==> src/rtl/dtree_seq_pkg.sv <==
// Shared types and the default node table for the sequential decision-tree walker.
// Table generators rewrite only the DTREE_NODES block below.
package dtree_seq_pkg;

  localparam int FEAT_IDX_W = 3;
  localparam int SHIFT_W    = 3;
  localparam int THR_W      = 8;
  localparam int PTR_W      = 3;
  localparam int CLS_W      = 5;
  localparam int TBL_N      = 7;

  typedef struct packed {
    logic                  is_leaf;
    logic [FEAT_IDX_W-1:0] feat_idx;
    logic [SHIFT_W-1:0]    shift;
    logic [THR_W-1:0]      thr;
    logic [PTR_W-1:0]      left;
    logic [PTR_W-1:0]      right;
    logic [CLS_W-1:0]      cls;
  } node_t;

  typedef enum logic [1:0] {
    ST_IDLE = 2'd0,
    ST_WALK = 2'd1,
    ST_DONE = 2'd2
  } state_t;

  function automatic node_t mk_split(input int f, input int s, input int t,
                                     input int l, input int r);
    node_t n;
    n          = '0;
    n.feat_idx = FEAT_IDX_W'(f);
    n.shift    = SHIFT_W'(s);
    n.thr      = THR_W'(t);
    n.left     = PTR_W'(l);
    n.right    = PTR_W'(r);
    return n;
  endfunction

  function automatic node_t mk_leaf(input int c);
    node_t n;
    n         = '0;
    n.is_leaf = 1'b1;
    n.cls     = CLS_W'(c);
    return n;
  endfunction

  localparam node_t DTREE_NODES [TBL_N] = '{
    mk_split(6, 6, 0, 1, 2),
    mk_leaf(1),
    mk_split(1, 6, 2, 3, 4),
    mk_leaf(2),
    mk_split(6, 4, 10, 5, 6),
    mk_leaf(3),
    mk_leaf(4)
  };

endpackage

==> src/rtl/dtree_node_rom.sv <==
// Combinational node lookup into the packaged table; addresses beyond the table
// return an all-zero non-leaf so a stray pointer is bounded by the depth limit.
module dtree_node_rom
  import dtree_seq_pkg::*;
#(
  parameter int N_NODES = 7,
  parameter int NODE_AW = $clog2(N_NODES)
) (
  input  logic [NODE_AW-1:0] addr,
  output node_t              node
);

  always_comb begin
    node = '0;
    for (int i = 0; i < TBL_N; i++) begin
      if (i < N_NODES && int'(addr) == i) begin
        node = DTREE_NODES[i];
      end
    end
  end

endmodule

==> src/rtl/dtree_seq_walker.sv <==
// Sequential decision-tree evaluator: one node per clock through a single shared
// comparator, aborting with out_err once MAX_DEPTH nodes have been visited.
module dtree_seq_walker
  import dtree_seq_pkg::*;
#(
  parameter int N_FEAT    = 7,
  parameter int FEAT_W    = 8,
  parameter int CLASS_W   = 5,
  parameter int N_NODES   = 7,
  parameter int MAX_DEPTH = 8
) (
  input  logic                     clk,
  input  logic                     rst,
  input  logic                     in_valid,
  output logic                     in_ready,
  input  logic [N_FEAT*FEAT_W-1:0] features,
  output logic                     out_valid,
  input  logic                     out_ready,
  output logic [CLASS_W-1:0]       out_class,
  output logic                     out_err
);

  localparam int NODE_AW = $clog2(N_NODES);
  localparam int DEPTH_W = $clog2(MAX_DEPTH + 1);

  state_t                   state;
  logic [NODE_AW-1:0]       node_ptr;
  logic [DEPTH_W-1:0]       depth;
  logic [N_FEAT*FEAT_W-1:0] feat_reg;

  node_t                    node;
  logic [FEAT_W-1:0]        feat_sel;
  logic [FEAT_W-1:0]        feat_shifted;
  logic                     go_left;
  logic [NODE_AW-1:0]       child;
  logic                     depth_hit;

  dtree_node_rom #(
    .N_NODES (N_NODES),
    .NODE_AW (NODE_AW)
  ) u_rom (
    .addr (node_ptr),
    .node (node)
  );

  // Out-of-range feature index reads as zero.
  always_comb begin
    feat_sel = '0;
    for (int i = 0; i < N_FEAT; i++) begin
      if (int'(node.feat_idx) == i) begin
        feat_sel = feat_reg[i*FEAT_W +: FEAT_W];
      end
    end
  end

  always_comb begin
    feat_shifted = feat_sel >> node.shift;
    go_left      = (feat_shifted <= FEAT_W'(node.thr));
    child        = go_left ? NODE_AW'(node.left) : NODE_AW'(node.right);
    depth_hit    = ((int'(depth) + 1) == MAX_DEPTH);
  end

  always_ff @(posedge clk or posedge rst) begin
    if (rst) begin
      state     <= ST_IDLE;
      in_ready  <= 1'b1;
      out_valid <= 1'b0;
      out_class <= '0;
      out_err   <= 1'b0;
      node_ptr  <= '0;
      depth     <= '0;
      feat_reg  <= '0;
    end else begin
      case (state)
        ST_IDLE: begin
          if (in_valid && in_ready) begin
            feat_reg <= features;
            node_ptr <= '0;
            depth    <= '0;
            in_ready <= 1'b0;
            state    <= ST_WALK;
          end
        end
        ST_WALK: begin
          depth <= depth + DEPTH_W'(1);
          if (node.is_leaf) begin
            out_class <= CLASS_W'(node.cls);
            out_err   <= 1'b0;
            out_valid <= 1'b1;
            state     <= ST_DONE;
          end else if (depth_hit) begin
            out_class <= '0;
            out_err   <= 1'b1;
            out_valid <= 1'b1;
            state     <= ST_DONE;
          end else begin
            node_ptr <= child;
          end
        end
        ST_DONE: begin
          // Input acceptance reopens only after the result has been taken.
          if (out_ready) begin
            out_valid <= 1'b0;
            in_ready  <= 1'b1;
            state     <= ST_IDLE;
          end
        end
        default: begin
          state <= ST_IDLE;
        end
      endcase
    end
  end

endmodule

==> config.mk <==
export PLATFORM = sky130hd
export DESIGN_NAME = dtree_seq_walker
export DESIGN_NICKNAME = d
export VERILOG_FILES = /design/src/rtl/dtree_seq_pkg.sv /design/src/rtl/dtree_node_rom.sv /design/src/rtl/dtree_seq_walker.sv
export SDC_FILE = /design/constraint.sdc
export NUM_CORES = 1
export LEC_CHECK = 0
export CAP_MARGIN = 30
export CORE_UTILIZATION = 45
export CTS_BUF_LIST = sky130_fd_sc_hd__clkbuf_4 sky130_fd_sc_hd__clkbuf_8 sky130_fd_sc_hd__clkbuf_16
export DETAILED_ROUTE_END_ITERATION = 7
export HOLD_SLACK_MARGIN = 0.12
export PLACE_DENSITY = 0.69
export SYNTH_ARGS = -nofsm -noshare
export SYNTH_HDL_FRONTEND = slang
export SYNTH_HIERARCHICAL = 1
export SYNTH_SLANG_ARGS = --single-unit
==> constraint.sdc <==
create_clock -name clk -period 7.53 [get_ports clk]
set_clock_uncertainty 0.05 [all_clocks]
set_input_delay 1.506 -clock clk [delete_from_list [all_inputs] [get_ports clk]]
set_output_delay 1.506 -clock clk [all_outputs]
set_load 0.02 [all_outputs]
Word-level counts from Yosys, hierarchy flattened. Cells that the tools add are included.

Register bits after elaboration: 73. Input bits: 60. Output and inout bits: 8. Word-level logic and storage cells: 83.

Add/sub/neg operators: 2. Order comparisons: 1. Eq/ne operators: 20. Shifts and indexed selects: 1. Muxes and demuxes: 36. Reduce and logical (&&, ||, !) cells: 15.

Operators with widths (number): $mux 26 (6); $mux 8 (7); $mux 25 (1); $eq 3x3->1 const B (8); $eq 3x2->1 const B (4); $mux 3 (4); $mux 5 (2); $reduce_and 3->1 (3); $le 8x8->1 (1); $mux 2 (4); $ne 2x2->1 const B (4); $pmux 4 s2 (1); $reduce_bool 2->1 (4); $shr 8x3->8 (1); $logic_not 3->1 (2); $mux 1 (6); $pmux 2 s3 (1); $pmux 3 s2 (1); $reduce_and 2->1 (3); $add 4x1->5 const B (1); $eq 5x4->1 const B (1); $add 4x1->4 const B (1); $mux 4 (1); $pmux 1 s2 (2); other kinds (6) (6).

Depth between registers and ports, before layout. Gate-level depths: netlist of run 1.

Depth in word-level cells: 22. Depth in mapped cells: 18. Depth with buffers taken out: 15.

Modules after synthesis. Netlist of run 1, hierarchy kept.

Modules (own cells, without submodules): dtree_seq_walker (times used 1, cells an instance 460, area each 3955.0 um^2, seq. area each 1828.0 um^2); dtree_node_rom (times used 1, cells an instance 30, area each 205.2 um^2, seq. area each 0.0 um^2).

Worst setup path before layout of run 1. OpenSTA, ideal clock, no wires.

Kind: register -> register. Start: register node_ptr[0]. End: register node_ptr[1]. Library setup time: 0.133 ns. Arrival time: 3.124 ns. Data required time: 7.347 ns. Setup slack: 4.223 ns. Stages on the path, launching flop included: 17. Path buffers: 3. Period minus slack after synthesis: 3.307 ns. Path through: dfrtp_1 buf_6 nor2_1 buf_4 buf_6 and3b_2 nand2_1 a221o_2 o2bb2ai_2 a221oi_2 ha_1 nor2b_1 o21ai_0 a31oi_1 o22ai_1 mux2i_1 o31ai_1.

RTL lines: start, declared (RTL line dtree_seq_walker.sv:27) `logic [NODE_AW-1:0] node_ptr;`; start signal, assigned (RTL line dtree_seq_walker.sv:97) `node_ptr <= child;`.

==> impl_metrics.tcl, run 1 <==
set metrics [dict create \
    grt_pass1_wl_um 16100 \
    yosys_register_bits 73 \
    effective_utilization_at_floorplan 0.4702 \
    critical_path_peak_fanout 17 \
    post_synth_inst_count 490 \
    synth-async-reset-ratio 1.000 \
    place_congestion 0.8505 \
    synthFlopType "sky130_fd_sc_hd__dfrtp_1" \
    drt_iter0_markers 171 \
    grt_remaining_overflow 0 \
    slew-limit-headroom 0.3822 \
    cp-end-kind "flop" \
    hold_class "reg2reg" \
    tritoncts "yes" \
    placement.io_buffers 67 \
    synthTopCellsByArea "sky130_fd_sc_hd__dfrtp_1 (43%), sky130_fd_sc_hd__nand2_1 (16%), sky130_fd_sc_hd__mux2i_1 (4.1%), sky130_fd_sc_hd__buf_4 (2.9%), sky130_fd_sc_hd__ha_1 (2.7%)" \
    grt_start_max_net_pins 74 \
    largest_reg_flops 56 \
    post-dp-hpwl_um 6840 \
    placementRows 34 \
    die_width_um 98.15 \
    cell_internal_pwr_mw 0.6265 \
    root_buffer "sky130_fd_sc_hd__clkbuf_8" \
    die_y_um 98.15 \
    number_of_enable_flip_flop_cells_after_synthesis 0 \
    combinationalPowerShare 0.095 \
    grt_util_all_layers 0.2117 \
    worst_path_largest_cell_delay_ns 0.62 \
    synth_top_area_frac 0.4331 \
    swShare 0.2322 \
    ios 68 \
    synth.largest_area_cell "sky130_fd_sc_hd__dfrtp_1" \
    synth.yosys.seq_area_share 0.4394 \
    num_antenna_cells 0 \
    antenna_found_initial 0 \
    cts_hold_buffers 0 \
    seqPwrFrac 0.481 \
    worstPathRequired_ns 7.69 \
    cts.repair.resized 0 \
    core_region_area_sq_mm 0.008848 \
    period_needed_ns 4.448 \
    worst_skew_pair.late_latency_ns 0.35 \
    drt_wl_total_um 9377 \
    final.hold.worst_slack_ns 0.4283 \
    drt_pre_antenna_iters 7 \
    fmax_mhz 224.8 \
    worst-endpoint-arrival_ns 4.61 \
    timing.max_cap.violations 0 \
    area_growth_pct 20.33 \
    timing.final.max_slew_violations 0 \
    synthesis.yosys.warnings 6 \
    grt_pass1_vias 3304 \
    clk_pwr_share 0.424 \
    timing.critical_path.slowest_stage_cell "sky130_fd_sc_hd__nor2_1" \
    crit_path_cell_trace "nor2_1 > and2_2 > and3b_2 > nand2_1 > a222oi_1 > o21ai_1 > a221oi_2 > ha_1 > nor2b_1 > o21ai_0 > a31oi_1 > o22ai_1 > mux2i_1 > o31ai_1" \
    setup_viol 0 \
    layout.cell_area.non_filler_sq_mm 0.005006 \
    power.switching_mw 0.1895 \
    synth_most_common_cell "sky130_fd_sc_hd__nand2_1" \
    max-clock-path-buffers 2 \
    cts_sinks 73 \
    worst_slew_pin_slew_ns 0.9267 \
    finalNetCount 607 \
    post-cts-setup-buffers 0 \
    num_vias 3383 \
    die_area_sq_mm 0.009633 \
    total_drc_errors_in_the_routed_layout 0 \
    synth.cells.most_frequent "sky130_fd_sc_hd__nand2_1 (181), sky130_fd_sc_hd__dfrtp_1 (72), sky130_fd_sc_hd__nor2_1 (24)" \
    total_cell_area_at_the_placement_stage_sq_mm 0.004763 \
    syn_area_sq_mm 0.004160 \
    final-hold-violation-count 0 \
    cellPowerDensity_mw_per_mm2 163.0 \
    cts_buffers 9 \
    postSynthAreaPerCell_sq_um 8.490 \
    rsz_0062_raised_after_global_routing "no" \
    worst-setup-path-type "reg2reg" \
    worst_ir_drop_vdd_uv 117.1 \
    antenna_left 0 \
    route.detailed.wl_per_inst_um 14.40 \
    status "finished clean" \
    cts_clock_pin_slew_for_the_worst_setup_and_hold_paths_ns 0.08 \
    share_of_final_layout_standard_cells_stronger_than_drive_strength_1 0.07735 \
    fin_crit_sh 0.5906 \
    vias_per_cell 5.197 \
    cts_htree_levels 3 \
    synth_cell_types 64 \
    leakage_nw 2.596 \
    timing.setup.tns_ns 0 \
    critical_path.startpoint_type "flop" \
]
-- path summary, 6_finish.rpt --
check,start,end,slack (ns),cells after the start
min in group asynchronous,rst,feat_reg[40],1.70,3
setup reg to reg,node_ptr[0],node_ptr[2],3.08,14
max in group asynchronous,rst,feat_reg[35],5.12,3
setup / recovery,node_ptr[0],node_ptr[2],3.08,14
hold / removal,feat_reg[3],feat_reg[3],0.43,2
hold reg to reg,feat_reg[3],feat_reg[3],0.43,2
-- cells in the final DEF (no fill, tap or decap), types with 4 or more instances in the layout --
cell and n:
sky130_fd_sc_hd__mux2i_1 17, sky130_fd_sc_hd__clkbuf_8 9, sky130_fd_sc_hd__nor3_1 4, sky130_fd_sc_hd__conb_1 10
sky130_fd_sc_hd__a22o_1 6, sky130_fd_sc_hd__clkdlybuf4s50_1 67, sky130_fd_sc_hd__ha_1 9, sky130_fd_sc_hd__nand3_1 8
sky130_fd_sc_hd__nand2_1 181, sky130_fd_sc_hd__nor2b_1 8, sky130_fd_sc_hd__o31ai_1 5, sky130_fd_sc_hd__inv_1 18
sky130_fd_sc_hd__o21ai_0 14, sky130_fd_sc_hd__a21oi_1 10, sky130_fd_sc_hd__dfrtp_1 72, sky130_fd_sc_hd__nor2_1 23
-- metal layers --
layer | GRT usage | share of wire | up-vias
met2 | 0.3304 | 0.47 | 71
met5 | 0 | 0 | -
li1 | - | - | 1698
met1 | 0.3011 | 0.49 | 1610
met3 | 0.04724 | 0.035 | 4
met4 | 0.04937 | 0.0069 | 0
-- kinds of logic (layout without fill, tap and decap cells) --
family | count (synthesis) | after routing | share of synthesized area
simple gates | 245 | 245 | 0.2469
compound gates | 77 | 77 | 0.1423
flops | 73 | 73 | 0.4394
buf+inv | 63 | 107 | 0.08661
mux | 20 | 20 | 0.05263
fa+ha+maj | 9 | 9 | 0.02707
xor+xnor | 2 | 2 | 0.004211
other cells | 1 | 10 | 0.0009014
-- stage by stage --
step,power [mW],instances,worst slack [ns],util
final,0.8160,651,3.083,0.5658
after global placement,0.4771,633,3.285,0.5361
after CTS,0.8209,650,3.083,0.5635
after global routing,0.8500,651,2.641,0.5658
after detailed placement,0.4773,634,3.100,0.5383
after floorplan,0.4454,499,4.122,-
-- final cells by class --
type,instances,area (sq um)
fill,812,3842
multi-input combinational,363,2019
sequential,73,1828
timing repair buffer,71,725.7
tap,108,135.1
clock buffer,10,131.4
clock inverter,6,91.34
inverter,20,75.07
-- critical path: cells and delay by family, from the launching register on --
kind | cells | cell delay [ns]
AO/OA/AOI/OAI | 7 | 1.66
multiplexers | 1 | 0.26
AND/OR/NAND/NOR | 5 | 1.58
flip-flops | 1 | 0.49
adder cells (fa/ha/maj) | 1 | 0.28
-- power by group through the flow --
stage / clock (mW) / sequential [mW] / combinational [mW]
floorplan: 0 / 0.400 / 0.0456
finish: 0.346 / 0.393 / 0.0776
detailed placement: 0 / 0.400 / 0.0769
CTS: 0.351 / 0.393 / 0.0773
global route: 0.371 / 0.393 / 0.0860
global placement: 0 / 0.400 / 0.0767
(Power assumes the default switching activity.)
==> inputs of run 2 (changes only) <==
clock period = 4.1 ns   (was 7.53 ns; I/O delays follow)
==> run 2 against run 1 <==
Critical path depth unchanged. Via count up 1.2%. Global-route usage down 0.26 points. Core utilization down 0.14 points. Cell count up 0.46%.
==> impl_metrics.tcl, run 2 (synthesis results as in run 1) <==
set metrics [dict create \
    highest_count_cells_in_the_layout_ignoring_fill_and_taps "sky130_fd_sc_hd__nand2_1 (181), sky130_fd_sc_hd__dfrtp_1 (72), sky130_fd_sc_hd__clkdlybuf4s50_1 (67)" \
    critical_path_peak_fanout 17 \
    antenna_found_initial 0 \
    setup_viol 0 \
    worstPathRequired_ns 4.29 \
    num_antenna_cells 0 \
    rsz_0062_raised_after_global_routing "no" \
    grt_pass1_vias 3353 \
    final-hold-violation-count 0 \
    area_growth_pct 20.03 \
    cts_sinks 73 \
    die_area_sq_mm 0.009633 \
    num_vias 3425 \
    tritoncts "yes" \
    largest_reg_flops 56 \
    numPlacedInstances 637 \
    drt_wl_total_um 9659 \
    total_drc_errors_in_the_routed_layout 0 \
    cts_htree_levels 3 \
    fillCellCount 830 \
    die_y_um 98.15 \
    slew-limit-headroom 0.3920 \
    die_width_um 98.15 \
    cts_clock_pin_slew_for_the_worst_setup_and_hold_paths_ns 0.07 \
    cts_buffers 9 \
    cp-end-kind "flop" \
    worst_ir_drop_vdd_uv 173.1 \
    timing.final.max_slew_violations 0 \
    placement.io_buffers 67 \
    hold_class "reg2reg" \
    status "finished clean" \
    drt_iter0_markers 169 \
    grt_remaining_overflow 0 \
    placementRows 34 \
    cts_hold_buffers 0 \
    cts.repair.resized 0 \
    final_instance_count_without_filler_cells 654 \
    post-dp-hpwl_um 6932 \
    fmax_mhz 270.6 \
    worst_skew_pair.late_latency_ns 0.35 \
    grt_util_all_layers 0.2091 \
    fin_crit_sh 0.9013 \
    grt_start_max_net_pins 74 \
    ios 68 \
    timing.setup.tns_ns 0 \
    vias_per_cell 5.237 \
    leakage_nw 2.593 \
    cellPowerDensity_mw_per_mm2 286.0 \
    finalNetCount 610 \
    critical_path.startpoint_type "flop" \
    max-clock-path-buffers 2 \
    core_region_area_sq_mm 0.008848 \
    root_buffer "sky130_fd_sc_hd__clkbuf_8" \
    timing.max_cap.violations 0 \
    worst-setup-path-type "reg2reg" \
    worst-endpoint-arrival_ns 3.88 \
    place_congestion 0.9301 \
    antenna_left 0 \
    post-cts-setup-buffers 0 \
    share_of_final_layout_standard_cells_stronger_than_drive_strength_1 0.08425 \
    drt_pre_antenna_iters 6 \
    worst_slew_pin_slew_ns 0.9119 \
    mostFrequentLayoutCell "sky130_fd_sc_hd__nand2_1" \
    route.detailed.wl_per_inst_um 14.77 \
    grt_pass1_wl_um 16030 \
    effective_utilization_at_floorplan 0.4702 \
    period_needed_ns 3.696 \
]
-- run 2: cell count changes in the layout (fill, tap and decap cells not counted), moves of 2 or more --
| cell | before | now |
|---|---|---|
| sky130_fd_sc_hd__clkinv_4 | 1 | 3 |
| sky130_fd_sc_hd__buf_4 | 2 | 5 |
| sky130_fd_sc_hd__clkinv_2 | 1 | 3 |
| sky130_fd_sc_hd__inv_6 | 2 | 0 |
-- run 2: power breakdown --
group / internal [mW] / leakage [nW] / switching (mW)
Sequential: 0.720 / 0.975 / 0.00166
Clock: 0.281 / 0.103 / 0.279
Combinational: 0.0797 / 1.52 / 0.0673
-- run 2: layout make-up --
| type | instances | area (sq um) | area share |
|---|---|---|---|
| clock inverters | 7 | 71.32 | 0.01428 |
| multi-input cells | 364 | 2032 | 0.4069 |
| inverters | 20 | 75.07 | 0.01503 |
| clock buffers | 9 | 123.9 | 0.02481 |
| well taps | 108 | 135.1 | 0.02706 |
| repair buffers | 73 | 728.2 | 0.1458 |
| flip-flops and latches | 73 | 1828 | 0.3661 |
-- run 2: worst max-delay path, cell delays in order, from the launching register on --
cell                       delay [ns]
sky130_fd_sc_hd__dfrtp_1         0.52
sky130_fd_sc_hd__nor2_1          0.17
sky130_fd_sc_hd__and2_2          0.37
sky130_fd_sc_hd__and3b_2         0.28
sky130_fd_sc_hd__nand2_1         0.06
sky130_fd_sc_hd__a222oi_1        0.50
sky130_fd_sc_hd__o21ai_1         0.20
sky130_fd_sc_hd__a221oi_2        0.25
sky130_fd_sc_hd__ha_1            0.28
sky130_fd_sc_hd__nor2b_1         0.13
sky130_fd_sc_hd__o21ai_0         0.14
sky130_fd_sc_hd__a31oi_1         0.11
sky130_fd_sc_hd__o22ai_2         0.23
sky130_fd_sc_hd__mux2i_1         0.11
sky130_fd_sc_hd__o31ai_1         0.21
-- run 2: final timing paths --
check,start,end,slack [ns],depth (start not counted)
max,node_ptr[0],node_ptr[0],0.40,14
max reg2reg,node_ptr[0],node_ptr[0],0.40,14
max in group asynchronous,rst,feat_reg[32],2.38,3
min,feat_reg[3],feat_reg[3],0.42,2
min reg2reg,feat_reg[3],feat_reg[3],0.42,2
min in group asynchronous,rst,state[1],1.01,3
-- run 2: through the flow --
stage	worst slack (ns)	power [mW]	util	hold slack, ns	area, sq um
after CTS	0.2728	1.445	0.5629	0.4290	4981
after global placement	0.4200	0.8783	0.5409	0.4052	4786
final	0.4045	1.428	0.5643	0.4228	4994
after detailed placement	0.2808	0.8797	0.5409	0.4089	4786
after global routing	0.09823	1.494	0.5643	0.4477	4994
after floorplan	0.7927	0.8181	-	0.3879	4194
-- run 2: routing by layer --
layer  up-vias  wire (um)  GRT usage
met2        96       4468     0.3185
met1      1616       4580     0.3009
met3         8        512    0.03150
li1       1705          -          -
met5         -          0          0
met4         0         97    0.08037
==> inputs of run 3 (changes only) <==
CORE_UTILIZATION = 65   (was 45)
DONT_BUFFER_PORTS = 1   (was unset)
PLACE_DENSITY = 0.81   (was 0.69)
clock period = 4.2 ns   (was 4.1 ns; I/O delays follow)
==> run 3 against run 2 <==
Maximum frequency is 5.4% lower. Routed wire length is 10% lower. Combinational power is 41% lower. Sequential power is 2% lower. Core utilization is 14 points higher. Clock-buffer cell count is 1 higher. Sequential share of layout area is 6.4 points higher. Critical path depth is 1 lower. Cell count is 15% lower. Global-route usage is 6.8 points higher. Die area is 30% lower.
==> impl_metrics.tcl, run 3 (synthesis results as in run 1) <==
set metrics [dict create \
    worst_skew_pair.late_latency_ns 0.36 \
    drt_pre_antenna_iters 5 \
    route.detailed.wl_per_inst_um 15.66 \
    timing.final.max_slew_violations 0 \
    cp-end-kind "flop" \
    highest_count_cells_in_the_layout_ignoring_fill_and_taps "sky130_fd_sc_hd__nand2_1 (181), sky130_fd_sc_hd__dfrtp_1 (72), sky130_fd_sc_hd__nor2_1 (23)" \
    ios 68 \
    die_y_um 82 \
    place_congestion 0.9276 \
    die_width_um 82 \
    cellPowerDensity_mw_per_mm2 307.5 \
    tritoncts "yes" \
    period_needed_ns 3.908 \
    r2r-end "node_ptr[2]" \
    hold_class "reg2reg" \
    slew-limit-headroom 0.3566 \
    fin_crit_sh 0.9306 \
    fillCellCount 498 \
    critical_path_peak_fanout 23 \
    cts.repair.resized 0 \
    total_cell_area_at_the_placement_stage_sq_mm 0.004061 \
    die_area_sq_mm 0.006724 \
    numPlacedInstances 537 \
    max-clock-path-buffers 2 \
    rsz_0062_raised_after_global_routing "no" \
    critical_path.startpoint_type "flop" \
    largest_reg_flops 56 \
    timing.setup.tns_ns 0 \
    post-route-util 0.7009 \
    reg2reg_depth 13 \
    worst_setup_path_startpoint "node_ptr[0]" \
    grt_remaining_overflow 0 \
    root_buffer "sky130_fd_sc_hd__clkbuf_8" \
    fmax_mhz 255.9 \
    worstSetupPathDepth 13 \
    num_antenna_cells 0 \
    worstPathRequired_ns 4.38 \
    core_region_area_sq_mm 0.006061 \
    reg2reg_slack_ns 0.29 \
    worst_slew_pin_slew_ns 0.9652 \
    drt_wl_total_um 8658 \
    cts_clock_pin_slew_for_the_worst_setup_and_hold_paths_ns 0.08 \
    crit_top_cell "sky130_fd_sc_hd__o21ai_0" \
    crit-reg2reg-launch "node_ptr[0]" \
    cts_htree_levels 3 \
    grt_pass1_vias 2871 \
    effective_utilization_at_floorplan 0.6864 \
    cts_sinks 73 \
    grt_util_all_layers 0.2773 \
    antenna_left 0 \
    num_vias 3177 \
    timing.critical_path.buf_inv 1 \
    total_drc_errors_in_the_routed_layout 0 \
    finalNetCount 542 \
    setup_viol 0 \
    final-hold-violation-count 0 \
    leakage_nw 2.306 \
    post-dp-hpwl_um 6340 \
    cts_buffers 9 \
    timing.hold.worst.start "feat_reg[16]" \
    critical_path.endpoint "node_ptr[2]" \
    worst_path_largest_cell_delay_ns 0.54 \
    worst-setup-path-type "reg2reg" \
    cts_hold_buffers 0 \
    placementRows 28 \
    worst_path_dominant_cell_family "compound AO/OA/AOI/OAI gates" \
    layout.cell_area.non_filler_sq_mm 0.004248 \
    post-cts-setup-buffers 0 \
    final_instance_count_without_filler_cells 553 \
    placement.io_buffers 0 \
    crit_path_cell_trace "nor2_4 > buf_4 > o21ai_0 > a222oi_1 > o21ai_1 > a221oi_2 > ha_1 > nor2b_1 > o21ai_0 > a31oi_1 > o22ai_1 > mux2i_1 > o31ai_1" \
    worst_ir_drop_vdd_uv 273.1 \
    timing.critical_path.slowest_stage_cell "sky130_fd_sc_hd__a222oi_1" \
    drt_iter0_markers 171 \
    grt_start_max_net_pins 61 \
    vias_per_cell 5.745 \
    share_of_final_layout_standard_cells_stronger_than_drive_strength_1 0.09205 \
    status "finished clean" \
    antenna_found_initial 0 \
    mostFrequentLayoutCell "sky130_fd_sc_hd__nand2_1" \
    timing.max_cap.violations 0 \
    area_growth_pct 2.105 \
    grt_pass1_wl_um 13650 \
    worst-endpoint-arrival_ns 4.09 \
]
## run 3: cell types whose count changed in the layout (fill, tap and decap cells not counted), moves of 2 or more
cell / delta
sky130_fd_sc_hd__inv_6: +2
sky130_fd_sc_hd__clkdlybuf4s50_1: -67
sky130_fd_sc_hd__clkinvlp_4: +3
sky130_fd_sc_hd__clkinv_4: -2
sky130_fd_sc_hd__clkinv_2: -3
## run 3: power breakdown
part	switching, mW	internal, mW
Combinational	0.0566	0.0296
Sequential	0.00133	0.703
Clock	0.281	0.235
Total	0.339	0.967
## run 3: layer usage
metal  global-route usage  wire length, um
met1               0.3929             4130
met3              0.06111              437
met5                    0                0
met4               0.1053              158
met2               0.4140             3932
## run 3: worst register-to-register path, stage by stage, from the launching register on
cell and delay, ns:
sky130_fd_sc_hd__dfrtp_1 0.49, sky130_fd_sc_hd__nor2_4 0.51, sky130_fd_sc_hd__buf_4 0.29, sky130_fd_sc_hd__o21ai_0 0.10
sky130_fd_sc_hd__a222oi_1 0.54, sky130_fd_sc_hd__o21ai_1 0.22, sky130_fd_sc_hd__a221oi_2 0.25, sky130_fd_sc_hd__ha_1 0.27
sky130_fd_sc_hd__nor2b_1 0.13, sky130_fd_sc_hd__o21ai_0 0.13, sky130_fd_sc_hd__a31oi_1 0.10, sky130_fd_sc_hd__o22ai_1 0.37
sky130_fd_sc_hd__mux2i_1 0.25, sky130_fd_sc_hd__o31ai_1 0.08
## run 3: through the flow
| stage | hold WS (ns) | power [mW] | setup WS (ns) |
|---|---|---|---|
| after global placement | 0.4090 | 0.7994 | 0.4763 |
| after floorplan | 0.3879 | 0.7986 | 0.8927 |
| final | 0.4339 | 1.306 | 0.2915 |
| after CTS | 0.4334 | 1.313 | 0.3197 |
| after global routing | 0.4503 | 1.354 | 0.06942 |
| after detailed placement | 0.4132 | 0.8015 | 0.3220 |
## run 3: area by class of cell
cell class	instances	area, sq um	area share
clock buffers	10	137.6	0.03240
inverters	20	75.07	0.01767
well taps	75	93.84	0.02209
clock inverters	6	48.80	0.01149
multi-input cells	363	2019	0.4754
flip-flops and latches	73	1828	0.4303
repair buffers	6	45.04	0.01060
## run 3: how the worst min path moves through the flow
stage / slack, ns / depth (start not counted) / end
finish: 0.43 / 2 / feat_reg[16]
global placement: 0.41 / 2 / feat_reg[8]
floorplan: 0.39 / 2 / feat_reg[46]
CTS: 0.43 / 2 / feat_reg[16]
detailed placement: 0.41 / 2 / feat_reg[16]
global route: 0.45 / 2 / feat_reg[12]
